===== config.mk =====
export PLATFORM = sky130hd
export DESIGN_NAME = defuzzification
export DESIGN_NICKNAME = d
export VERILOG_FILES = /design/src/rtl/defuzzification.sv
export SDC_FILE = /design/constraint.sdc
export NUM_CORES = 1
export LEC_CHECK = 0
export ABC_AREA = 0
export CAP_MARGIN = 10
export CELL_PAD_IN_SITES_DETAIL_PLACEMENT = 1
export CELL_PAD_IN_SITES_GLOBAL_PLACEMENT = 1
export CORE_ASPECT_RATIO = 0.8
export CORE_MARGIN = 2
export CORE_UTILIZATION = 51
export CTS_BUF_LIST = sky130_fd_sc_hd__clkbuf_2
export DETAILED_ROUTE_END_ITERATION = 16
export DONT_BUFFER_PORTS = 1
export GPL_ROUTABILITY_DRIVEN = 0
export PLACE_DENSITY = 0.84
export SYNTH_ARGS = -nofsm -noshare
export SYNTH_HDL_FRONTEND = slang
export SYNTH_SLANG_ARGS = --single-unit

===== constraint.sdc =====
create_clock -name clk -period 5.95 [get_ports clk]
set_clock_uncertainty 0.05 [all_clocks]
set_input_delay 0.8925 -clock clk [delete_from_list [all_inputs] [get_ports clk]]
set_output_delay 0.8925 -clock clk [all_outputs]
set_load 0.005 [all_outputs]

===== src/rtl/defuzzification.sv =====
// ============================================================================
// Module   : defuzzification
// Summary  : Weighted-average centroid defuzzifier driven by a multi-cycle
//            restoring divider. Define DEFUZZ_ROUND_EN for round-half-away.
// Revision : 1.0
// ============================================================================
`default_nettype none

module defuzzification #(
    parameter int ACC_W     = 24,
    parameter int MAX_TERMS = 64
) (
    input  logic               clk,
    input  logic               rst,
    input  logic               term_valid,
    output logic               term_ready,
    input  logic [6:0]         term_idx,
    input  logic [7:0]         term_w,
    input  logic               term_last,
    output logic               out_valid,
    input  logic               out_ready,
    output logic signed [15:0] crisp,
    output logic               err,
    output logic               ovf
);

    localparam int DEN_W = 8 + $clog2(MAX_TERMS);
    localparam int CNT_W = $clog2(MAX_TERMS + 1);
    localparam int DCW   = $clog2(ACC_W + 1);
    localparam logic [CNT_W-1:0] CNT_MAX  = CNT_W'(MAX_TERMS);
    localparam logic [DCW-1:0]   DIV_LAST = DCW'(ACC_W);
    localparam logic [ACC_W-1:0] POS_MAX  = ACC_W'(32767);
    localparam logic [ACC_W-1:0] NEG_MAX  = ACC_W'(32768);

    typedef enum logic [1:0] {
        S_ACC  = 2'd0,
        S_DIV  = 2'd1,
        S_DONE = 2'd2
    } state_t;

    state_t state, state_nxt;

    logic                    armed;
    logic signed [ACC_W-1:0] num;
    logic [DEN_W-1:0]        den;
    logic [CNT_W-1:0]        cnt;
    logic                    err_acc;
    logic                    ovf_acc;
    logic [DCW-1:0]          div_cnt;
    logic [ACC_W-1:0]        dq;
    logic [DEN_W-1:0]        rem;

    logic                    accept;
    logic                    div_done;
    logic signed [7:0]       center;
    logic signed [16:0]      prod;
    logic [ACC_W-1:0]        abs_num;
    logic [ACC_W-1:0]        dividend;
    logic [DEN_W:0]          rem_sh;
    logic [DEN_W-1:0]        rem_sub;
    logic                    q_bit;
    logic [ACC_W-1:0]        quo_nxt;
    logic [DEN_W-1:0]        rem_nxt;
    logic signed [15:0]      sat_val;

    assign term_ready = (state == S_ACC) && armed;
    assign out_valid  = (state == S_DONE);
    assign accept     = term_valid && term_ready;
    assign div_done   = (state == S_DIV) && (div_cnt == DIV_LAST);

    always_comb begin
        center = 8'sd0;
        case (term_idx)
            7'd0:  center = -8'sd85;  7'd1:  center = -8'sd75;  7'd2:  center = -8'sd65;
            7'd3:  center = -8'sd59;  7'd4:  center = -8'sd56;  7'd5:  center = -8'sd53;
            7'd6:  center = -8'sd50;  7'd7:  center = -8'sd47;  7'd8:  center = -8'sd44;
            7'd9:  center = -8'sd41;  7'd10: center = -8'sd38;  7'd11: center = -8'sd35;
            7'd12: center = -8'sd31;  7'd13: center = -8'sd29;  7'd14: center = -8'sd27;
            7'd15: center = -8'sd25;  7'd16: center = -8'sd21;  7'd17: center = -8'sd19;
            7'd18: center = -8'sd18;  7'd19: center = -8'sd17;  7'd20: center = -8'sd16;
            7'd21: center = -8'sd15;  7'd22: center = -8'sd14;  7'd23: center = -8'sd12;
            7'd24: center = 8'sd0;    7'd25: center = 8'sd12;   7'd26: center = 8'sd14;
            7'd27: center = 8'sd16;   7'd28: center = 8'sd19;   7'd29: center = 8'sd21;
            7'd30: center = 8'sd22;   7'd31: center = 8'sd23;   7'd32: center = 8'sd24;
            7'd33: center = 8'sd25;   7'd34: center = 8'sd26;   7'd35: center = 8'sd27;
            7'd36: center = 8'sd29;   7'd37: center = 8'sd32;   7'd38: center = 8'sd35;
            7'd39: center = 8'sd38;   7'd40: center = 8'sd41;   7'd41: center = 8'sd44;
            7'd42: center = 8'sd47;   7'd43: center = 8'sd50;   7'd44: center = 8'sd53;
            7'd45: center = 8'sd56;   7'd46: center = 8'sd59;   7'd47: center = 8'sd65;
            7'd48: center = 8'sd75;
            default: center = 8'sd0;
        endcase
    end

    assign prod = $signed({1'b0, term_w}) * center;

    // One restoring step: shift the next dividend bit into the partial remainder.
    always_comb begin
        abs_num = num[ACC_W-1] ? $unsigned(-num) : $unsigned(num);
`ifdef DEFUZZ_ROUND_EN
        dividend = abs_num + ACC_W'(den >> 1);
`else
        dividend = abs_num;
`endif
        rem_sh  = {rem, dq[ACC_W-1]};
        q_bit   = (rem_sh >= {1'b0, den});
        rem_sub = rem_sh[DEN_W-1:0] - den;
        rem_nxt = q_bit ? rem_sub : rem_sh[DEN_W-1:0];
        quo_nxt = {dq[ACC_W-2:0], q_bit};
    end

    always_comb begin
        sat_val = 16'sd0;
        if (den != '0) begin
            if (!num[ACC_W-1]) begin
                sat_val = (quo_nxt > POS_MAX) ? 16'sh7fff : $signed(quo_nxt[15:0]);
            end else begin
                sat_val = (quo_nxt > NEG_MAX) ? 16'sh8000 : $signed(-quo_nxt[15:0]);
            end
        end
    end

    always_comb begin
        state_nxt = state;
        case (state)
            S_ACC:   if (accept && term_last) state_nxt = S_DIV;
            S_DIV:   if (div_done)            state_nxt = S_DONE;
            S_DONE:  if (out_ready)           state_nxt = S_ACC;
            default:                          state_nxt = S_ACC;
        endcase
    end

    always_ff @(posedge clk or posedge rst) begin
        if (rst) state <= S_ACC;
        else     state <= state_nxt;
    end

    always_ff @(posedge clk or posedge rst) begin
        if (rst) begin
            armed   <= 1'b0;
            num     <= '0;
            den     <= '0;
            cnt     <= '0;
            err_acc <= 1'b0;
            ovf_acc <= 1'b0;
            div_cnt <= '0;
            dq      <= '0;
            rem     <= '0;
            crisp   <= 16'sd0;
            err     <= 1'b0;
            ovf     <= 1'b0;
        end else begin
            armed <= 1'b1;
            case (state)
                S_ACC: begin
                    div_cnt <= '0;
                    if (accept) begin
                        if (cnt == CNT_MAX) begin
                            ovf_acc <= 1'b1;
                        end else begin
                            cnt <= cnt + 1'b1;
                            if (term_idx > 7'd48) begin
                                err_acc <= 1'b1;
                            end else begin
                                num <= num + {{(ACC_W-17){prod[16]}}, prod};
                                den <= den + {{(DEN_W-8){1'b0}}, term_w};
                            end
                        end
                    end
                end
                S_DIV: begin
                    // Step 0 loads the dividend; steps 1..ACC_W each retire one quotient bit.
                    if (div_cnt == '0) begin
                        dq      <= dividend;
                        rem     <= '0;
                        div_cnt <= div_cnt + 1'b1;
                    end else begin
                        dq      <= quo_nxt;
                        rem     <= rem_nxt;
                        div_cnt <= div_cnt + 1'b1;
                        if (div_cnt == DIV_LAST) begin
                            crisp <= sat_val;
                            err   <= err_acc || (den == '0);
                            ovf   <= ovf_acc;
                        end
                    end
                end
                S_DONE: begin
                    if (out_ready) begin
                        num     <= '0;
                        den     <= '0;
                        cnt     <= '0;
                        err_acc <= 1'b0;
                        ovf_acc <= 1'b0;
                        crisp   <= 16'sd0;
                        err     <= 1'b0;
                        ovf     <= 1'b0;
                    end
                end
                default: ;
            endcase
        end
    end

endmodule

`default_nettype wire


==> out/results.tsv <==
stage	metric	value	unit
status	status	complete, but fails checks	
status	violated checks	setup timing	
sta	final setup margin	-1.511	ns
logic_synthesis	Post-Syn Nets	1444	
detailed_routing	# DRC	0	
sta	Hold Violations, Final	0	
grt	total grt overflow	0	
cells_and_area	Layout area overhead	19.41	%
grt	antenna violations before repair	0	
clocking	CTS tree	yes	
floorplanning	# rows	47	
critical_path	critical path type	in -> reg	
floorplanning	Total Die Area	21900	um^2
logic_synthesis	Area contributors post-synth	dfrtp_1 (26%), ha_1 (12%), fa_1 (7.6%)	
floorplanning	core region area	20520	um^2
logic_synthesis	Yosys reg bits	111	
sta	Final Cycle Share	1.254	
cells_and_area	Fillers	2444	
floorplanning	Chip Width	165.0	um
cells_and_area	Antenna Cells	0	
grt	met3 Track Usage GR	0.05705	
detailed_routing	vias	10710	
clocking	Clock Pin Slew Worst Setup and Hold Paths	0.33	ns
grt	largest net degree at the start of global routing	70	
sta	Rel. slew slack	0.1946	
critical_path	slowest CP cell	fa_1	
grt	all-layer global routing usage	0.3410	
critical_path	critical path required time	6.48	ns
grt	Most Crowded Layer GR	met2	
placement	DP Wirelength	24580	um
logic_synthesis	prevailing post-synth register cell	dfrtp_1	
critical_path	Crit path top cell by count	buf_4	
floorplanning	IO Count	40	
logic_synthesis	Yosys cell types	73	
sta	worst-margin pin slew	1.204	ns
cells_and_area	Post-Layout Cell Count	1668	
critical_path	internal reg-to-reg setup slack	1.06	ns
critical_path	WP data arrival	7.99	ns
logic_synthesis	Post-synth top cells	nand2_1 (170), o21ai_0 (125), inv_1 (116)	
logic_synthesis	Seq/Total Area, Yosys	0.2628	
sta	crit path time final	7.461	ns
critical_path	slowest cell delay on critical path	0.58	ns
placement	Post-Place Cells	1625	
floorplanning	Die Y	132.8	um
logic_synthesis	asr flop ratio synth	1.000	
clocking	Sink Count	111	
sta	setup violators final	17	
clocking	cts hold-fix bufs	0	
sta	Min Hold Slack	0.2185	ns
logic_synthesis	Syn Area/Cell	8.264	um^2
sta	FMAX	134.0	MHz
grt	vias in the first global route	11210	
logic_synthesis	area leader, netlist	dfrtp_1	
clocking	CTS buffer count	9	
detailed_routing	DRT iter0 DRCs	966	
sta	RSZ-0062 raised after global routing	true	
floorplanning	initial core utilization	0.5150	
logic_synthesis	Cell Area, Synth	10570	um^2
critical_path	crit end category	flip-flop	
grt	first-pass GRT wire length	58970	um
detailed_routing	vias per cell	6.420	
sta	Slew Limit Fails	0	
clocking	Root Buffer	clkbuf_2	
clocking	Clock Latency Late Sink	0.62	ns
logic_synthesis	post-synthesis cell count	1279	
power	P per Cell Area	471.0	nW/um^2
cells_and_area	Nets	1559	
detailed_routing	remaining antenna violation count after routing	0	
critical_path	CP Max Fanout	7	
clocking	Clock Path Buffers	2	
power	Lkg Pwr	5.860	nW
logic_synthesis	area share of the largest cell type after synthesis	0.2628	
detailed_routing	Pre-antenna DRT Iters	5	
clocking	H-tree Lvls	3	
detailed_routing	wire per inst	24.49	um
logic_synthesis	Ys Warns	0	
grt	M1 GR Usage	0.4237	
run	max-cap violation count	0	
power	worst IR drop on VDD	0.3534	mV
hold_path	path type of the worst min-delay path	in -> async	
cells_and_area	Seq. cell area	2778	um^2
cells_and_area	multi-input combinational cell area	7824	um^2
placement	port bufs	0	
grt	met2 track demand over resource	0.5895	
logic_synthesis	most common cell in the netlist	nand2_1	
logic_synthesis	EDFF count, synth	0	
detailed_routing	wirelength, routed	40860	um
cells_and_area	share of cells above drive strength 1	0.2216	
critical_path	Worst setup SP type	input port	
==> path summary, 6_finish.rpt <==
| check | startpoint | endpoint | cells past startpoint |
|---|---|---|---|
| max in group asynchronous | rst | den[13] | 2 |
| max | term_idx[0] | num[23] | 34 |
| min in group clk | out_ready | state[1] | 1 |
| min | rst | dq[22] | 1 |
| min reg2reg | crisp[14] | crisp[14] | 2 |
| max reg2reg | den[1] | crisp[13] | 21 |
==> per-layer routing <==
layer	routed length, um	vias to the layer above
met2	20090	532
met1	15990	5296
met5	0	-
li1	-	4670
met4	2266	0
met3	2509	211
==> power by group <==
| group | switching, mW | internal [mW] | leakage [nW] |
|---|---|---|---|
| clock | 0.275 | 0.0556 | 0.0550 |
| sequential | 0.423 | 1.04 | 1.42 |
| combinational | 2.38 | 1.76 | 4.39 |
==> kinds of logic after synthesis <==
group                    Yosys count  synth area share
other                              1         0.0003548
multiplexers                      23           0.02237
XOR/XNOR                          78           0.06463
adder cells (fa/ha/maj)          145            0.2000
AND/OR/NAND/NOR                  416            0.1875
flip-flops                       111            0.2628
buffers and inverters            164           0.05990
AO/OA/AOI/OAI                    341            0.2024
==> cell usage in the layout, fill, tap and decap left out, types with 14 or more instances in the layout <==
cell type,synthesis,final
nand2_1,170,163
buf_4,0,145
dfrtp_1,111,111
o21ai_0,125,105
inv_1,116,101
ha_1,105,88
nor2_1,91,77
a21oi_1,64,46
xor2_1,39,38
fa_1,40,36
xnor2_1,39,34
nor3_1,26,24
and2_1,27,24
o21ai_1,8,19
mux2i_1,18,18
nand3_1,19,18
a21o_1,17,17
a21oi_2,0,17
o21a_1,14,14
ha_4,0,14
==> timing repair <==
item	in CTS	in global routing
setup buffers	14	13
endpoints found under the setup margin	17	17
pin swaps	58	60
resized for setup	61	61
==> state kept, by name, indices dropped and copies added (netlist names) <==
signal   cells
dq          24
num         24
crisp       16
den         14
rem         14
cnt          7
div_cnt      5
state        2
armed        1
err          1
err_acc      1
ovf          1
ovf_acc      1
==> layout make-up <==
class | count | share of cell area
clock buffer | 10 | 0.003965
timing repair buffer | 150 | 0.09070
sequential | 111 | 0.2201
inverter | 118 | 0.03588
clock inverter | 6 | 0.002875
tap | 269 | 0.02667
multi-input combinational | 1004 | 0.6198
==> worst max-delay path: cells and delay by family <==
family | cells | cell delay, ns
XOR/XNOR | 2 | 0.30
AO/OA/AOI/OAI | 11 | 2.16
adder cells (fa/ha/maj) | 7 | 2.75
buffers and inverters | 9 | 1.07
AND/OR/NAND/NOR | 5 | 0.81
==> stage by stage <==
step | utilization | total power [mW] | worst slack [ns] | cell area (um^2) | setup TNS, ns
2_1_floorplan | - | 3.843 | -1.481 | 10760 | -13.05
4_1_cts | 0.5980 | 5.378 | -1.068 | 12270 | -9.719
6_report | 0.6150 | 5.945 | -1.511 | 12620 | -19.29
3_3_place_gp | 0.5775 | 4.684 | -1.672 | 11850 | -20.39
5_1_grt | 0.6150 | 6.323 | -1.728 | 12620 | -22.07
3_5_place_dp | 0.5775 | 4.946 | -2.102 | 11850 | -27.30
No activity file was read; power rests on OpenSTA's default activity.
